[config.mk]
export PLATFORM = sky130hd
export DESIGN_NAME = fpu_ret_queue
export DESIGN_NICKNAME = d
export VERILOG_FILES = /design/src/rtl/fpu_ret_queue.sv
export SDC_FILE = /design/constraint.sdc
export NUM_CORES = 1
export LEC_CHECK = 0
export BUFFER_PORTS_ARGS = -buffer_cell sky130_fd_sc_hd__buf_2
export CELL_PAD_IN_SITES_DETAIL_PLACEMENT = 0
export CELL_PAD_IN_SITES_GLOBAL_PLACEMENT = 1
export CORE_MARGIN = 10
export CORE_UTILIZATION = 30
export CTS_BUF_LIST = sky130_fd_sc_hd__clkbuf_8 sky130_fd_sc_hd__clkbuf_16
export DETAILED_ROUTE_END_ITERATION = 16
export GPL_TIMING_DRIVEN = 0
export HOLD_SLACK_MARGIN = 0.02
export PLACE_DENSITY = 0.54
export RECOVER_POWER = 25
export REMOVE_ABC_BUFFERS = 1
export SYNTH_ARGS = -nofsm -noshare
export SYNTH_HDL_FRONTEND = slang
export SYNTH_SLANG_ARGS = --single-unit
[constraint.sdc]
create_clock -name clk -period 4.1 [get_ports clk]
set_input_delay 0.615 -clock clk [delete_from_list [all_inputs] [get_ports clk]]
set_output_delay 0.615 -clock clk [all_outputs]
set_load 0.02 [all_outputs]
[src/rtl/fpu_ret_queue.sv]
// rtl/fpu_ret_queue.sv - FPU issue-to-return latency pipe feeding an ordered completion FIFO toward retire.
module fpu_ret_queue #(
    parameter int DEPTH = 8,
    parameter int LAT   = 4,
    parameter int ID_W  = 9
) (
    input  logic                     clk,
    input  logic                     rst,
    input  logic                     iss_en,
    input  logic [ID_W-1:0]          iss_id,
    output logic                     iss_stall,
    input  logic [13:0]              u_ret,
    input  logic                     u_ret_en,
    input  logic [5:0]               fus,
    input  logic                     flush,
    output logic                     out_vld,
    input  logic                     out_rdy,
    output logic [ID_W-1:0]          out_id,
    output logic [13:0]              out_ret,
    output logic [5:0]               out_fus,
    output logic [5:0]               fsticky,
    input  logic                     fsticky_clr,
    output logic [1:0]               err,
    output logic [$clog2(DEPTH):0]   occ
);

    localparam int AW = $clog2(DEPTH);
    localparam int OW = AW + 1;
    localparam int EW = ID_W + 20;
    localparam int CW = $clog2(DEPTH + LAT + 1);

    logic [LAT-1:0]  pv_q, pv_d;
    logic [ID_W-1:0] pid_q [LAT];
    logic [ID_W-1:0] pid_d [LAT];
    logic [AW-1:0]   wp_q, wp_d, rp_q, rp_d;
    logic [OW-1:0]   occ_q, occ_d;
    logic [5:0]      fst_q, fst_d;
    logic [1:0]      err_q, err_d;
    logic [EW-1:0]   mem_q [DEPTH];

    logic [CW-1:0]   inflight;
    logic            acc, arr, push, pop;
    logic [EW-1:0]   push_data;

    always_comb begin
        inflight = '0;
        for (int i = 0; i < LAT; i++) begin
            inflight = inflight + CW'(pv_q[i]);
        end
        // Stall counts ops still in flight so every issued op has a FIFO slot reserved.
        iss_stall = (CW'(occ_q) + inflight) >= CW'(DEPTH);
        acc       = iss_en & ~iss_stall & ~flush;
        arr       = pv_q[LAT-1];
        push      = arr & ~flush;
        pop       = (occ_q != '0) & out_rdy & ~flush;
        push_data = {pid_q[LAT-1], (u_ret_en ? u_ret : 14'h0), (u_ret_en ? fus : 6'h0)};

        pv_d[0]  = acc;
        pid_d[0] = iss_id;
        for (int i = 1; i < LAT; i++) begin
            pv_d[i]  = pv_q[i-1];
            pid_d[i] = pid_q[i-1];
        end

        wp_d  = push ? wp_q + AW'(1) : wp_q;
        rp_d  = pop  ? rp_q + AW'(1) : rp_q;
        occ_d = occ_q;
        if (push && !pop) begin
            occ_d = occ_q + OW'(1);
        end else if (pop && !push) begin
            occ_d = occ_q - OW'(1);
        end
        if (flush) begin
            pv_d  = '0;
            wp_d  = '0;
            rp_d  = '0;
            occ_d = '0;
        end

        fst_d = fsticky_clr ? 6'h0 : fst_q;
        if (push && u_ret_en) begin
            fst_d = fst_d | fus;
        end

        err_d = err_q;
        if (push && !u_ret_en) begin
            err_d[0] = 1'b1;
        end
        if ((!arr && u_ret_en && !flush) || (iss_en && iss_stall)) begin
            err_d[1] = 1'b1;
        end
    end

    always_ff @(posedge clk or negedge rst) begin
        if (!rst) begin
            pv_q  <= '0;
            wp_q  <= '0;
            rp_q  <= '0;
            occ_q <= '0;
            fst_q <= '0;
            err_q <= '0;
        end else begin
            pv_q  <= pv_d;
            wp_q  <= wp_d;
            rp_q  <= rp_d;
            occ_q <= occ_d;
            fst_q <= fst_d;
            err_q <= err_d;
        end
    end

    // Tags and FIFO payload are qualified by valid/occupancy, so they carry no reset.
    always_ff @(posedge clk) begin
        for (int i = 0; i < LAT; i++) begin
            pid_q[i] <= pid_d[i];
        end
        if (push) begin
            mem_q[wp_q] <= push_data;
        end
    end

    assign out_vld                   = (occ_q != '0);
    assign {out_id, out_ret, out_fus} = mem_q[rp_q];
    assign occ                       = occ_q;
    assign fsticky                   = fst_q;
    assign err                       = err_q;

endmodule

Word level (Yosys, flattened, before mapping)
Memory sizes are Yosys's and may differ from the RTL's. Index checks and enable logic that the tools add are counted.

Register bits after elaboration: 22. Latch bits: 0. RAM bits: 268. Bits in read-only memories: 0. Input bits: 36. Output and inout port bits: 43. Word-level logic and storage cells: 57. Memories kept: 2.

$add $sub $neg: 8. $mul: 0. Divide/modulo/power cells: 0. Order comparisons: 1. Eq/ne operators: 0. Shift operators: 0. Mux-type cells: 14. Bitwise logic cells: 8. Reductions and logical operators: 17.

Memories: mem_q (words 8, bits a word 29, rd ports 1, clocked after memory_dff 0, wr ports 1, line 39) `logic [EW-1:0] mem_q [DEPTH];`; pid_q (words 4, bits a word 9, rd ports 4, clocked after memory_dff 0, wr ports 4, line 33) `logic [ID_W-1:0] pid_q [LAT];`.

Operators with widths (count): 6-bit 2-to-1 mux (3); 4-bit 2-to-1 mux (4); 14-bit 2-to-1 mux (1); 3-bit 2-to-1 mux (4); 1-bit logical AND (7); 3-bit by 1-bit adder with 3-bit output (second input constant) (2); 6-bit OR (1); 1-bit bitwise AND (5); 1-bit zero test (5); 3-bit by 1-bit adder with 4-bit output (1); 4-bit by 1-bit adder with 4-bit output (second input constant) (1); 4-bit adder (1); 4-bit >= comparator (second input constant) (1); 2-bit nonzero test (2); 4-bit nonzero test (1); 4-bit by 1-bit subtractor with 4-bit output (second input constant) (1); 2-bit by 1-bit adder with 3-bit output (1); 3-bit nonzero test (1); 1-bit by 1-bit adder with 2-bit output (1); 1-bit 2-to-1 mux (2); 1-bit NOT (2); 1-bit logical OR (1).

Logic depth before layout (Yosys ltp)
Gate-level depths: netlist (run 1).

Word-level depth: 9. Depth in mapped cells: 8.

Worst setup path after synthesis (run 1)
No wires, ideal clock.

Path type: input -> register. Start: input port flush. End: memory mem_q[0][0] (netlist name), enable pin. Library setup time: 0.488 ns. Arrival time: 3.775 ns. Required time: 3.612 ns. Slack: -0.163 ns. Stages: 3. Cell sequence: clkbuf_1 -> nand2b_1 -> nor4_1.

Word-level cells in the longest chain between the ends: 4.

Ends and longest elaborated chain: from (decl) (line 15) `input logic flush,`; 1-bit NOT (line 54) `push = arr & ~flush;`; 1-bit bitwise AND (line 54); 1-bit 2-to-1 mux (line 117) `if (push) begin`; 1-bit 2-to-1 mux (not written as such) (line 118) `mem_q[wp_q] <= push_data;`; to (decl) (line 39).

No other way between the ends.

Worst setup path in the final report (run 1)
Start: register rp_q[0]. End: output port out_id[8].

Word-level cells in the longest chain between the ends: 1.

Ends and longest elaborated chain: from (decl) (line 35) `logic [AW-1:0] wp_q, wp_d, rp_q, rp_d;`; from (signal assigned) (line 105) `rp_q <= rp_d;`; memory read 8 x 29 bit; to (decl) (line 18) `output logic [ID_W-1:0] out_id,`.

No other way between the ends.

==> results.json, run 1 <==
{
  "start_util_pct": 30.3,
  "setup_viol": 0,
  "status": "complete, no violations",
  "synth-edff-count": 232,
  "synth_seq_cells": 290,
  "relSlewSlack_pct": 0.907,
  "drc": 0,
  "yosysMostFrequentCell": "edfxtp_1",
  "fmax_mhz": 296,
  "worst_pin_slew_ns": 1.49,
  "yosys_warnings": 0,
  "nets": 657,
  "rrSetupSlack_ns": 1.14,
  "design.core.area_um2": 35500,
  "drv_slew": 0,
  "grt.total_usage_pct": 10.3,
  "numCtsBuffers": 31,
  "die_width_um": 209,
  "p_per_area_nw_per_um2": 573,
  "end_kind": "primary output",
  "synth_top_area_cell": "edfxtp_1",
  "multi_input_area_um2": 2400,
  "regArea_um2": 8250,
  "detail_route.vias_per_cell": 4.53,
  "synth.distinct_cells": 36,
  "hold_viol_final": 0,
  "synthTopCellsByArea": "edfxtp_1 65%, mux4_2 12%, dfxtp_1 6.7%, dfrtp_1 5.1%, mux2_2 2.0%",
  "period_needed_ns": 3.38,
  "ir_drop_mv": 0.307,
  "ctsResizeCount": 0,
  "whs_ns": 0.165,
  "worst-setup-path-type": "reg -> out",
  "postCtsSetupRepairBufs": 0,
  "synth_ff_type": "edfxtp_1",
  "ant_nets": 0,
  "syn_to_final_growth_pct": 20.9,
  "drt_iter0_drc": 291,
  "syn_inst": 498,
  "skew_ns": 0.00966,
  "clk_path_buf_depth": 3,
  "die-area_um2": 43800,
  "async_flop_share_pct": 7.59,
  "cp_data_arrival_time_ns": 2.77,
  "clock-sinks": 290,
  "gp_congestion": 0.652,
  "die_h_um": 209,
  "synthesis.area_um2": 10700,
  "hpwlAfterDp_um": 14800,
  "layout-drive-gt1-share_pct": 39.7,
  "min_path_type": "in -> reg",
  "start_kind": "register",
  "fin_setup_tns_ns": 0,
  "cp_max_fo": 32,
  "ys_seq_area_share_pct": 76.7,
  "drt_first_pass_iters": 4,
  "max-cap-violations": 0,
  "yosys-top-cells-count": "232 x edfxtp_1, 58 x mux4_2, 36 x dfxtp_1, 22 x dfrtp_1, 21 x and2_1",
  "rows": 69,
  "tritoncts": "built",
  "cts_max_level": 1,
  "root_buffer": "clkbuf_16",
  "cts_hold_buf": 0,
  "vias": 4982,
  "path_clk_slew_ns": 0.06,
  "synth_top_area_share_pct": 64.9,
  "required_ns": 3.48,
  "wl_per_cell_um": 20.7,
  "io_pins": 79,
  "finalCritPeriodShare_pct": 82.5,
  "grt_first_pass_wirelength_um": 34700,
  "synth.avg_cell_area_um2": 21.6,
  "routed_wl_um": 22700,
  "clk_latency_ns": 0.55,
  "grt_pass1_vias": 5512,
  "antenna_found_initial": 2,
  "port_buffers": 78,
  "p_leak_nw": 4.40,
  "num-fill-cells": 3244,
  "rsz0062_at_grt": "no",
  "grt_max_degree": 61,
  "overflow": 0
}
## layer usage
layer  global-route usage, %  vias up  part of all wire [%]
met2                    17.3       89                    49
met5                       0        -                 0.088
met3                    2.09       31                   3.7
met4                    2.51        2                   1.8
li1                        -     2235                     -
met1                    13.4     2625                    45
## stage by stage
step	instance area (µm²)	cells	util, %	power, mW	worst slack [ns]
CTS	13000	1098	36.6	7.60	0.605
global placement	11600	1016	32.6	4.89	-3.77
finish	13000	1099	36.6	7.44	0.719
global route	13000	1098	36.6	7.81	0.533
floorplan	10600	477	-	4.46	0.0140
detailed placement	12000	1041	33.8	4.87	0.889
## cell usage in the layout, fill, tap and decap left out, drive strengths merged, types with 2 or more instances in the layout
cell type,count
a22o,6
nand2b,3
clkinvlp,6
dfxtp,36
xnor2,5
a211oi,2
dfrtp,22
clkinv,13
xor2,2
bufinv,3
mux4,58
nor2,13
edfxtp,232
nand2,8
and2,21
inv,11
ha,5
nor2b,3
nor3,7
mux2,29
a21oi,2
nor3b,2
fa,3
clkbuf,33
buf,101
mux2i,2
## worst paths after layout
path	startpoint	end	cells after the start
setup reg to reg	pv_q[3]	mem_q[1][10]	6
min in group asynchronous	rst	pv_q[1]	1
max in group asynchronous	rst	rp_q[1]	1
hold / removal	iss_id[4]	pid_q[0][4]	1
hold reg to reg	pid_q[2][0]	pid_q[3][0]	0
setup / recovery	rp_q[0]	out_id[8]	4
## worst max-delay path: stages (launching register included)
cell,delay (ns)
dfrtp_4,0.84
buf_16,0.33
mux4_2,0.53
mux2_2,0.30
buf_2,0.17
## registers in the layout, indices dropped and copies added (netlist names)
| name | count |
|---|---|
| rp_q | 3 |
| wp_q | 3 |
| err | 2 |
| occ | 4 |
| pid_q | 36 |
| mem_q | 232 |
| pv_q | 4 |
| fsticky | 6 |
## where the power goes
group | switching, mW | internal (mW) | leakage, nW
clock | 1.12 | 1.57 | 0.486
combinational | 0.602 | 0.717 | 1.21
sequential | 0.205 | 3.23 | 2.70
total | 1.93 | 5.51 | 4.40
## logic make-up (layout without fill, tap and decap cells)
kind of cell / after synthesis / count (layout) / share of synthesized area [%]
buf+inv: 28 / 167 / 1.42
flops: 290 / 290 / 76.7
xor+xnor: 7 / 7 / 0.746
fa+ha+maj: 8 / 8 / 1.14
compound gates: 15 / 15 / 1.19
simple gates: 61 / 61 / 3.05
other cells: 0 / 1 / 0
mux: 89 / 89 / 15.7
## cell type report
cell class,count,share of cell area [%]
Antenna cell,1,0.0193
Clock buffer,31,5.98
Clock inverter,26,1.70
Inverter,7,0.202
Multi-Input combinational cell,180,18.5
Sequential cell,290,63.5
Tap cell,461,4.44
Timing Repair Buffer,103,5.67
Note: power is estimated with default switching activity, not from simulation.
==> run 2: changes to the inputs <==
- clock period: 4.1 -> 3.11 ns (I/O delays scaled with it)
==> run 2 against run 1 <==
- flip-flop and latch count unchanged
- final cell count increased by 1.6%
- clock skew about the same
- first-iteration DRC count decreased by 1.7%
- via count increased by 0.94%
- critical path depth increased by 3
- worst setup slack got worse by 0.59 ns
- global-route usage increased by 0.11 points
- sequential power increased by 28%
- sequential share of layout area decreased by 1.2 points
- critical path type unchanged
- critical endpoint is now iss_stall
==> results.json, run 2 (synthesized netlist as in run 1, its figures left out) <==
{
  "status": "complete, no violations",
  "ir_drop_mv": 0.404,
  "start_kind": "register",
  "r2r-start": "pv_q[3]",
  "vias": 5029,
  "cp_max_fo": 2,
  "cp.depth": 7,
  "root_buffer": "clkbuf_16",
  "critPathSlowestCell": "fa_1",
  "drt_iter0_drc": 286,
  "io_pins": 79,
  "total_power_mw": 9.94,
  "cp-endpoint": "iss_stall",
  "min_path_type": "in -> reg",
  "fmax_mhz": 336,
  "antenna_found_initial": 2,
  "start_util_pct": 30.3,
  "die_h_um": 209,
  "layout-drive-gt1-share_pct": 40.0,
  "final_cell_mix": "232 x edfxtp_1, 75 x buf_2, 58 x mux4_2",
  "dp_worst_setup_slack_ns": 0.0478,
  "wl_per_cell_um": 20.7,
  "die_width_um": 209,
  "numCtsBuffers": 31,
  "port_buffers": 78,
  "p_leak_nw": 4.49,
  "drt_first_pass_iters": 4,
  "grt_first_pass_wirelength_um": 35100,
  "grt_pass1_vias": 5587,
  "num-fill-cells": 3229,
  "worst_pin_slew_ns": 1.41,
  "overflow": 0,
  "relSlewSlack_pct": 6.23,
  "end_kind": "primary output",
  "rrSetupSlack_ns": 0.31,
  "hold_viol_final": 0,
  "crit_start": "pv_q[2]",
  "slowest_delay_ns": 0.54,
  "clk_latency_ns": 0.55,
  "r2r-end": "mem_q[1][10]",
  "ant_nets": 0,
  "worstPathCellList": "fa_1, inv_1, fa_1, nor2b_1, o21ai_1, xnor2_1, buf_4",
  "path_buf_inv": 2,
  "skew_ns": 0.00971,
  "grt_max_degree": 61,
  "setup_ws_ns": 0.133,
  "design.core.area_um2": 35500,
  "drc": 0,
  "worst-setup-path-type": "reg -> out",
  "grt.total_usage_pct": 10.4,
  "finalCritPeriodShare_pct": 95.7,
  "hpwlAfterDp_um": 14800,
  "rsz0062_at_grt": "yes",
  "clock-sinks": 290,
  "routed_wl_um": 23100,
  "gp_congestion": 0.652,
  "cp_data_arrival_time_ns": 2.51,
  "max-cap-violations": 0,
  "tritoncts": "built",
  "crit_top_cell": "fa_1",
  "setup_viol": 0,
  "cts_max_level": 1,
  "crit_family": "adder cells",
  "rows": 69,
  "clk_path_buf_depth": 3,
  "syn_to_final_growth_pct": 23.2,
  "p_per_area_nw_per_um2": 751,
  "largest_reg_flops": 232,
  "r2r_cells": 6,
  "nets": 675,
  "final_common_cell": "edfxtp_1",
  "largest-register": "mem_q",
  "period_needed_ns": 2.98,
  "drv_slew": 0,
  "die-area_um2": 43800,
  "required_ns": 2.64,
  "detail_route.vias_per_cell": 4.50,
  "path_clk_slew_ns": 0.06
}
[run 2: report_power, final]
group	internal (mW)	switching [mW]	total (mW)
clock	2.07	1.48	3.55
sequential	4.26	0.128	4.39
combinational	1.03	0.968	2.00
total	7.36	2.58	9.94
[run 2: through the flow]
| step | hold WS (ns) | area [µm²] | util [%] | cells | setup TNS [ns] |
|---|---|---|---|---|---|
| finish | 0.141 | 13200 | 37.3 | 1117 | 0 |
| global placement | 0.315 | 11600 | 32.6 | 1016 | -684.02 |
| detailed placement | 0.312 | 12000 | 33.8 | 1041 | 0 |
| global route | 0.137 | 13200 | 37.3 | 1116 | -0.0152 |
| floorplan | 0.171 | 10600 | - | 477 | -62.48 |
| CTS | 0.113 | 13100 | 37.0 | 1112 | 0 |
[run 2: worst min path at each step]
stage | startpoint | end | slack (ns) | cells after the start
2_1_floorplan | rst | err[0] | 0.17 | 0
3_3_place_gp | pid_q[1][3] | pid_q[2][3] | 0.31 | 0
3_5_place_dp | pid_q[2][0] | pid_q[3][0] | 0.31 | 0
4_1_cts | iss_en | err[1] | 0.11 | 2
5_1_grt | iss_en | err[1] | 0.14 | 2
6_report | iss_en | err[1] | 0.14 | 2
[run 2: repair_timing]
action | 4_1_cts | 5_1_grt
pin swaps | 1 | 5
setup endpoints to repair | 17 | 37
gates resized for setup | 2 | 2
setup buffers | 4 | 4
hold buffers | 10 | 0
endpoints found under the hold margin | 31 | 0
[run 2: final cells by class]
cell class                 count  area (µm²)  area share [%]
multi-input combinational    180        2400            18.2
sequential                   290        8250            62.4
clock inverter                26         220            1.66
clock buffer                  31         776            5.87
antenna                        1        2.50          0.0189
inverter                       7        26.3           0.199
timing repair buffer         121         973            7.36
tap                          461         577            4.36
[run 2: per-layer routing]
layer	track usage, %	part of all wire [%]
met5	0	0.056
met3	2.04	4.4
met4	2.26	1.4
met1	13.5	44
met2	17.6	50
==> run 3: changes to the inputs <==
- CORE_UTILIZATION: 30 -> 47
- PLACE_DENSITY: 0.54 -> 0.77
==> run 3 against run 2 <==
- routed wire length shrank 13%
- die area decreased by 33%
- non-clock buffer count shrank 13
- clock-buffer cell count shrank 1
- highest routed layer is now met4
==> results.json, run 3 (synthesized netlist as in run 1, its figures left out) <==
{
  "whs_ns": 0.0408,
  "clk_path_buf_depth": 3,
  "layout-drive-gt1-share_pct": 38.1,
  "port_buffers": 78,
  "hold_viol_final": 0,
  "num_antenna_cells": 0,
  "grt_max_degree": 61,
  "r2r_cells": 5,
  "drc": 0,
  "die-area_um2": 29300,
  "hold_depth": 1,
  "tritoncts": "built",
  "design.core.area_um2": 22600,
  "regArea_um2": 8250,
  "root_buffer": "clkbuf_16",
  "grt_pass1_vias": 5520,
  "wl_met1_um": 8260,
  "path_clk_slew_ns": 0.06,
  "grt_first_pass_wirelength_um": 31600,
  "p_leak_nw": 4.37,
  "cts_max_level": 1,
  "skew_ns": 0.0139,
  "drt_first_pass_iters": 4,
  "syn_to_final_growth_pct": 17.8,
  "ant_nets": 0,
  "setup_viol": 0,
  "fin_setup_tns_ns": 0,
  "worstPathCellList": "buf_16, mux4_2, mux2_4, buf_2",
  "multi_input_area_um2": 2400,
  "start_kind": "register",
  "rsz0062_at_grt": "no",
  "worst_pin_slew_ns": 1.26,
  "min_path_type": "in -> reg",
  "drt_iter0_drc": 202,
  "top_layer_used": "met4",
  "start_util_pct": 47.6,
  "relSlewSlack_pct": 15.7,
  "final_common_cell": "edfxtp_1",
  "ir_drop_mv": 0.507,
  "nets": 658,
  "crit_family": "multiplexers",
  "clock-sinks": 290,
  "antenna_found_initial": 0,
  "path_buf_inv": 2,
  "required_ns": 2.64,
  "largest-register": "mem_q",
  "worst-setup-path-type": "reg -> out",
  "vias": 4914,
  "p_per_area_nw_per_um2": 741,
  "met3WireLength_um": 1120,
  "fmax_mhz": 339,
  "die_width_um": 171,
  "total_power_mw": 9.38,
  "numCtsBuffers": 27,
  "dp_worst_setup_slack_ns": 0.119,
  "slowest_delay_ns": 0.59,
  "largest_reg_flops": 232,
  "finalCritPeriodShare_pct": 94.9,
  "grt.total_usage_pct": 14.0,
  "setup_ws_ns": 0.159,
  "period_needed_ns": 2.95,
  "gp_congestion": 0.726,
  "cp_max_fo": 41,
  "overflow": 0,
  "cp.depth": 4,
  "hpwlAfterDp_um": 13100,
  "drv_slew": 0,
  "max-cap-violations": 0,
  "final_cell_mix": "232 x edfxtp_1, 75 x buf_2, 58 x mux4_2",
  "wl_met2_um": 10600,
  "io_pins": 79,
  "end_kind": "primary output",
  "instances_no_fill": 920,
  "dp_cells": 862,
  "clk_latency_ns": 0.53,
  "wl_per_cell_um": 22.0,
  "cp_data_arrival_time_ns": 2.48,
  "routed_wl_um": 20200,
  "detail_route.vias_per_cell": 5.34,
  "rows": 55,
  "num-fill-cells": 1724,
  "critPathSlowestCell": "dfrtp_4",
  "die_h_um": 171,
  "status": "complete, no violations"
}
run 3: cell types whose count changed in the layout (fill, tap and decap cells not counted), sizes merged:
cell         before  now
clkinv           13    8
buf             109  100
inv              11   17
bufinv            3    1
dlygate4sd3      10    6
clkinvlp          6    1
diode             1    0
clkbuf           33   32
run 3: area by class of cell:
cell class              instances  share of cell area, %
flip-flops and latches        290                   65.2
clock buffers                  30                   5.84
repair buffers                108                   6.01
multi-input cells             180                   19.0
inverters                       7                  0.208
well taps                     285                   2.82
clock inverters                20                  0.939
run 3: through the flow:
step / area (µm²) / util [%]
6_report: 12700 / 56.1
5_1_grt: 12700 / 56.1
4_1_cts: 12600 / 56.0
3_5_place_dp: 11700 / 51.9
3_3_place_gp: 11400 / 50.3
2_1_floorplan: 10600 / -
run 3: power breakdown:
group	switching [mW]	total [mW]	internal, mW
Combinational	0.840	1.82	0.977
Sequential	0.193	4.45	4.26
Clock	1.32	3.11	1.78
run 3: per-layer routing:
metal  global-route usage [%]  up-vias
li1                         -     2220
met3                     2.63       23
met4                     3.36        0
met2                     24.3      120
met5                        0        -
met1                     17.8     2551
run 3: final timing paths:
kind	start	end	slack, ns
max	rp_q[0]	out_ret[3]	0.16
min	iss_id[3]	pid_q[0][3]	0.04
max reg2reg	pv_q[3]	mem_q[5][9]	0.30
min reg2reg	pid_q[0][7]	pid_q[1][7]	0.32
max in group asynchronous	rst	rp_q[0]	1.46
min in group asynchronous	rst	fsticky[3]	0.74
run 3: repair_timing:
item	4_1_cts	5_1_grt
resized for setup	1	3
endpoints found under the setup margin	19	8
gates cloned	0	0
hold endpoints to repair	26	1
hold buffers	5	1
pin swaps	1	2
buffers inserted	2	0
run 3: worst reg2reg max path: cells and delay by family, from the launching register on:
kind	cells	cell delay [ns]
flops	1	0.46
buf+inv	2	0.45
simple gates	3	1.61
